<file path="src/rtl/gpio_multi_pkg.sv">
// Shared register map and address-decode helpers for the gpio_multi controller.
// Each port occupies one 32-byte window; registers sit on 4-byte boundaries.
package gpio_multi_pkg;

    localparam int unsigned BUS_WIDTH   = 32;
    localparam int unsigned PORT_STRIDE = 32'h20;
    localparam int unsigned PORT_SHIFT  = $clog2(PORT_STRIDE);
    localparam int unsigned MAX_PORTS   = 4;

    localparam logic [4:0] REG_DATA = 5'h00;
    localparam logic [4:0] REG_DIR  = 5'h04;
    localparam logic [4:0] REG_SET  = 5'h08;
    localparam logic [4:0] REG_CLR  = 5'h0C;
    localparam logic [4:0] REG_IE   = 5'h10;
    localparam logic [4:0] REG_RISE = 5'h14;
    localparam logic [4:0] REG_FALL = 5'h18;
    localparam logic [4:0] REG_IS   = 5'h1C;

    // All eight word-aligned offsets in the window are populated, so only
    // misaligned offsets are undefined.
    function automatic logic offset_defined(input logic [4:0] offset);
        return offset[1:0] == 2'b00;
    endfunction

endpackage

</file>
<file path="src/rtl/gpio_port.sv">
// One GPIO port: output/direction registers, input synchroniser, edge detect,
// write-1-to-clear interrupt status and the port-local read mux.
module gpio_port
    import gpio_multi_pkg::*;
#(
    parameter int unsigned WIDTH       = 32,
    parameter int unsigned SYNC_STAGES = 2
) (
    input  logic             clk_bus,
    input  logic             rst,
    input  logic             wr_en,
    input  logic [4:0]       offset,
    input  logic [WIDTH-1:0] wdata,
    output logic [WIDTH-1:0] rdata,
    input  logic [WIDTH-1:0] pins,
    output logic [WIDTH-1:0] out,
    output logic [WIDTH-1:0] oe,
    output logic             irq_pending
);

    logic [WIDTH-1:0] out_q, out_d;
    logic [WIDTH-1:0] dir_q, dir_d;
    logic [WIDTH-1:0] ie_q, ie_d;
    logic [WIDTH-1:0] rise_q, rise_d;
    logic [WIDTH-1:0] fall_q, fall_d;
    logic [WIDTH-1:0] is_q, is_d;
    logic [WIDTH-1:0] is_clr;

    logic [SYNC_STAGES-1:0][WIDTH-1:0] sync_q;
    logic [WIDTH-1:0]                  prev_q;
    logic [WIDTH-1:0]                  sync;
    logic [WIDTH-1:0]                  rise_evt;
    logic [WIDTH-1:0]                  fall_evt;

    assign sync     = sync_q[SYNC_STAGES-1];
    assign rise_evt = sync & ~prev_q & rise_q;
    assign fall_evt = ~sync & prev_q & fall_q;

    always_comb begin
        out_d  = out_q;
        dir_d  = dir_q;
        ie_d   = ie_q;
        rise_d = rise_q;
        fall_d = fall_q;
        is_clr = '0;
        if (wr_en) begin
            case (offset)
                REG_DATA: out_d  = wdata;
                REG_DIR:  dir_d  = wdata;
                REG_SET:  out_d  = out_q | wdata;
                REG_CLR:  out_d  = out_q & ~wdata;
                REG_IE:   ie_d   = wdata;
                REG_RISE: rise_d = wdata;
                REG_FALL: fall_d = wdata;
                REG_IS:   is_clr = wdata;
                default:  ;
            endcase
        end
        // New edges are ORed in after the clear so a colliding event survives.
        is_d = (is_q & ~is_clr) | rise_evt | fall_evt;
    end

    always_ff @(posedge clk_bus or posedge rst) begin
        if (rst) begin
            out_q  <= '0;
            dir_q  <= '0;
            ie_q   <= '0;
            rise_q <= '0;
            fall_q <= '0;
            is_q   <= '0;
        end else begin
            out_q  <= out_d;
            dir_q  <= dir_d;
            ie_q   <= ie_d;
            rise_q <= rise_d;
            fall_q <= fall_d;
            is_q   <= is_d;
        end
    end

    always_ff @(posedge clk_bus or posedge rst) begin
        if (rst) begin
            sync_q <= '0;
            prev_q <= '0;
        end else begin
            sync_q <= {sync_q[SYNC_STAGES-2:0], pins};
            prev_q <= sync;
        end
    end

    always_comb begin
        rdata = '0;
        case (offset)
            REG_DATA: rdata = sync;
            REG_DIR:  rdata = dir_q;
            REG_SET:  rdata = out_q;
            REG_CLR:  rdata = out_q;
            REG_IE:   rdata = ie_q;
            REG_RISE: rdata = rise_q;
            REG_FALL: rdata = fall_q;
            REG_IS:   rdata = is_q;
            default:  rdata = '0;
        endcase
    end

    assign out         = out_q;
    assign oe          = dir_q;
    assign irq_pending = |(is_q & ie_q);

endmodule

</file>
<file path="src/rtl/gpio_multi.sv">
// Multi-port GPIO controller on the 8-bit-address peripheral bus: splits the
// address into port and offset, muxes read data and registers the shared irq.
module gpio_multi
    import gpio_multi_pkg::*;
#(
    parameter int unsigned N_PORTS     = 2,
    parameter int unsigned WIDTH       = 32,
    parameter int unsigned SYNC_STAGES = 2
) (
    input  logic                       clk_bus,
    input  logic                       rst,
    input  logic [7:0]                 bus_address,
    input  logic [31:0]                bus_data_i,
    output logic [31:0]                bus_data_o,
    input  logic                       bus_read,
    input  logic                       bus_write,
    input  logic [N_PORTS*WIDTH-1:0]   gpio_i,
    output logic [N_PORTS*WIDTH-1:0]   gpio_o,
    output logic [N_PORTS*WIDTH-1:0]   gpio_oe,
    output logic                       irq
);

    logic [1:0]         port_sel;
    logic [4:0]         offset;
    logic               addr_hit;
    logic [WIDTH-1:0]   wdata;
    logic [N_PORTS-1:0] port_wr;
    logic [N_PORTS-1:0] irq_pending;
    logic [WIDTH-1:0]   port_rdata [N_PORTS];
    logic               irq_q;

    assign offset   = bus_address[PORT_SHIFT-1:0];
    assign port_sel = bus_address[PORT_SHIFT +: 2];
    assign wdata    = bus_data_i[WIDTH-1:0];

    // Upper half of the address space and absent ports decode to nothing.
    assign addr_hit = ~bus_address[7] && (32'(port_sel) < N_PORTS) && offset_defined(offset);

    always_comb begin
        port_wr = '0;
        for (int unsigned i = 0; i < N_PORTS; i++) begin
            port_wr[i] = bus_write && addr_hit && (port_sel == 2'(i));
        end
    end

    for (genvar p = 0; p < N_PORTS; p++) begin : g_port
        gpio_port #(
            .WIDTH       (WIDTH),
            .SYNC_STAGES (SYNC_STAGES)
        ) u_port (
            .clk_bus     (clk_bus),
            .rst         (rst),
            .wr_en       (port_wr[p]),
            .offset      (offset),
            .wdata       (wdata),
            .rdata       (port_rdata[p]),
            .pins        (gpio_i[p*WIDTH +: WIDTH]),
            .out         (gpio_o[p*WIDTH +: WIDTH]),
            .oe          (gpio_oe[p*WIDTH +: WIDTH]),
            .irq_pending (irq_pending[p])
        );
    end

    always_comb begin
        bus_data_o = '0;
        if (bus_read && addr_hit) begin
            for (int unsigned i = 0; i < N_PORTS; i++) begin
                if (port_sel == 2'(i)) begin
                    bus_data_o = BUS_WIDTH'(port_rdata[i]);
                end
            end
        end
    end

    always_ff @(posedge clk_bus or posedge rst) begin
        if (rst) begin
            irq_q <= 1'b0;
        end else begin
            irq_q <= |irq_pending;
        end
    end

    assign irq = irq_q;

endmodule

</file>
<file path="config.mk">
export PLATFORM = sky130hd
export DESIGN_NAME = gpio_multi
export DESIGN_NICKNAME = d
export VERILOG_FILES = /design/src/rtl/gpio_multi_pkg.sv /design/src/rtl/gpio_port.sv /design/src/rtl/gpio_multi.sv
export SDC_FILE = /design/constraint.sdc
export NUM_CORES = 1
export LEC_CHECK = 0
export ABC_AREA = 0
export CORE_UTILIZATION = 62
export CTS_CLUSTER_SIZE = 40
export DETAILED_ROUTE_END_ITERATION = 16
export PLACE_DENSITY = 0.86
export SLEW_MARGIN = 10
export SYNTH_ARGS = -nofsm -noshare
export SYNTH_HDL_FRONTEND = slang
export SYNTH_HIERARCHICAL = 1
export SYNTH_SLANG_ARGS = --single-unit
export TNS_END_PERCENT = 100
</file>
<file path="constraint.sdc">
create_clock -name clk_bus -period 22.9 [get_ports clk_bus]
set_clock_uncertainty 0.2 [all_clocks]
set_input_delay 5.725 -clock clk_bus [delete_from_list [all_inputs] [get_ports clk_bus]]
set_output_delay 5.725 -clock clk_bus [all_outputs]
set_load 0.05 [all_outputs]
</file>
==> impl_metrics.tcl <==
set metrics [dict create \
    finalCritPeriodShare_pct 68.8 \
    slowest_delay_ns 0.86 \
    fillers 2575 \
    multiInputGateArea_sq_um 10900 \
    p_switching_uw 565 \
    status "finished, final reports clean" \
    hpwlAfterDp_mm 52.9 \
    vias 21395 \
    tns_ns 0 \
    globalRouteOverflowTotal 0 \
    whs_path_depth 0 \
    path_class "input port to primary output" \
    finalPower_mw 2.28 \
    finalHoldViolCount 0 \
    fp.dieH_um 207 \
    drt_iter0_markers 2608 \
    seqPwrFrac_pct 47.3 \
    slew_headroom_pct 14.3 \
    share_comb_of_total_power_pct 8.1 \
    ys_ff_latch 577 \
    rows 74 \
    drt_wl_total_mm 85.4 \
    dr.pass1.iters 7 \
    synth_cell_types 40 \
    drive_gt1_share_pct 20.6 \
    cts_hold_buf 0 \
    rsz0062_at_grt "no" \
    hold_class "flip-flop to flip-flop" \
    drt-wirelength-per-cell_um 29.4 \
    ioPinCount 269 \
    timing.hold.ws_ns 0.141 \
    ir_drop_uv 68.3 \
    finalCoreUtilization_pct 75.5 \
    start_util_pct 63.4 \
    path_cells "clkbuf_8 -> buf_4 -> inv_1 -> buf_4 -> a32oi_1 -> nand3_1 -> mux2_2 -> and3_1 -> clkdlybuf4s50_1" \
    dieArea_sq_um 43000 \
    antenna_found_initial 0 \
    yosysWarningCount 6 \
    worst-r2r-cell-count 4 \
    io_buffer_count 268 \
    crit_path_top_delay_cell "buf_4" \
    syn_area_sq_um 26100 \
    core_sq_um 41200 \
    cts.htree.levels 2 \
    synth-seq-area-share_pct 55.3 \
    diodes 0 \
    async_reset_ff_share_pct 100 \
    place_inst 2797 \
    fin_cells 2906 \
    maxCapViolCount 0 \
    clock_latency_ns 0.62 \
    drc 0 \
    worst_ep_arrival_time_ns 9.82 \
    tightest_slew_ns 1.28 \
    ff_latch_area_sq_um 14400 \
    cp_common_cell "buf_4" \
    critPathLaunchType "input port" \
    syn_to_final_growth_pct 19.1 \
    drv_slew 0 \
    end_kind "primary output" \
    cts_tree "built" \
    grt_pass1_vias 20995 \
    cts.sinks 577 \
    cts_root_buf "clkbuf_16" \
    p_int_mw 1.71 \
    vias_per_cell 7.36 \
    cp.required_ns 16.98 \
    ant_nets 0 \
    cts_resized 0 \
    clock_power_share_pct 44.6 \
    period_needed_ns 15.74 \
    clockBufferDepth 3 \
    p_per_area_nw_per_um2 73.3 \
    crit_path_max_fanout 123 \
    avgSynthCellArea_sq_um 12.2 \
    die_x_um 207 \
    syn_inst 2144 \
    grt_usage_pct 39.4 \
    path_clk_slew_ns 0.06 \
    grt_max_degree 138 \
    swShare_pct 24.8 \
    gp_congestion 0.934 \
    synth_edf_count 0 \
    ys.flop_type "dfrtp_1" \
    syn_nets 2252 \
    postCtsSetupBuffers 0 \
    numCtsBuffers 58 \
    grt_first_pass_wirelength_mm 130 \
    power_leakage_nw 13.2 \
    fmax_mhz 63.5 \
    layout.nets 2433 \
    setup_violations 0 \
]
## cells in the mapped netlist (64+ instances only)
library cell	number	share of area, %
nand3_1	70	1.3
and3_1	92	2.2
dfrtp_1	577	55
mux2_2	314	14
a32oi_1	128	4.3
clkbuf_1	115	1.7
o21ai_0	150	2.9
nand2_1	70	1.0
nand3b_1	64	1.8
nor3b_1	64	1.8
nand4_1	124	3.0
o211ai_1	64	1.8
## sequential cells by signal, indices dropped and copies added (netlist names)
| signal | count |
|---|---|
| g_port.u_port/fall_q | 64 |
| g_port.u_port/ie_q | 64 |
| g_port.u_port/prev_q | 64 |
| irq | 1 |
| g_port.u_port/sync | 64 |
| g_port.u_port/rise_q | 64 |
| g_port.u_port/oe | 64 |
| g_port.u_port/out | 64 |
| g_port.u_port/is_q | 64 |
| g_port.u_port/sync_q | 64 |
## per-layer routing
layer	wire [um]	global-route usage, %
met1	31700	52.4
met2	38800	60.1
met3	9380	8.18
met4	5410	23.3
met5	0	0
## power groups by stage
stage | registers [mW] | logic, mW | clock network, mW
2_1_floorplan | 1.11 | 0.0763 | 0
6_report | 1.08 | 0.185 | 1.02
3_3_place_gp | 1.09 | 0.177 | 0
3_5_place_dp | 1.09 | 0.180 | 0
4_1_cts | 1.08 | 0.181 | 1.02
5_1_grt | 1.08 | 0.193 | 1.06
## worst paths after layout
kind | start | to | slack (ns)
min in group asynchronous | rst | irq | 5.35
max in group asynchronous | rst | g_port[1].u_port/sync[15] | 15.02
setup / recovery | bus_address[3] | bus_data_o[12] | 7.16
hold / removal | g_port[0].u_port/sync_q[20] | g_port[0].u_port/sync[20] | 0.14
hold reg to reg | g_port[0].u_port/sync_q[20] | g_port[0].u_port/sync[20] | 0.14
setup reg to reg | g_port[0].u_port/ie_q[30] | irq | 20.52
## cell usage in the layout (no fill, tap or decap), types with 3 or more instances in the layout
cell             synthesis  final
inv_1                    5      3
o21ai_0                150    150
nor4b_4                  2      4
nand2_1                 70     70
o211ai_1                64     64
bufinv_16                0      6
o22ai_1                 12     12
a32o_1                  52     52
dfrtp_1                577    577
mux2_1                  40     40
clkinv_2                 0      7
a32oi_1                128    128
inv_6                    0      4
a22oi_1                 32     32
clkbuf_1               115      9
clkinvlp_4               0      3
clkdlybuf4s50_1          0    265
and3_2                   3      3
clkbuf_16                0     59
nor3b_1                 64     62
nand4_1                124    124
a31oi_1                 12     12
nand3_1                 70     70
mux2_2                 314    314
clkbuf_8                 0     21
nand3b_1                64     64
or3_1                   52     52
buf_4                    8     41
or2_2                    3      3
and3_1                  92     92
## metrics by stage
stage          setup WS, ns  cell area [sq um]
6_report               7.16              31100
5_1_grt                7.11              31100
4_1_cts                7.29              31100
3_5_place_dp           7.31              29000
3_3_place_gp           7.43              29000
2_1_floorplan          9.03              26100
## worst max-delay path, delay by kind of cell
family | cells | cell delay (ns)
compound gates | 1 | 0.24
buf+inv | 5 | 2.97
mux | 1 | 0.35
simple gates | 2 | 0.38
## cells by family (layout without fill, tap and decap cells)
| family | count (synthesis) | in the layout | synth area share, % |
|---|---|---|---|
| buf+inv | 193 | 423 | 3.34 |
| flops | 577 | 577 | 55.3 |
| mux | 354 | 354 | 15.3 |
| simple gates | 570 | 570 | 13.7 |
| compound gates | 450 | 450 | 12.5 |
## cell type report
class | count | area share (%)
flip-flops and latches | 577 | 46.4
multi-input cells | 1374 | 35.1
clock inverters | 21 | 0.905
inverters | 5 | 0.109
well taps | 532 | 2.14
repair buffers | 309 | 9.61
clock buffers | 88 | 5.74
Power figures use the tool's default switching activity.
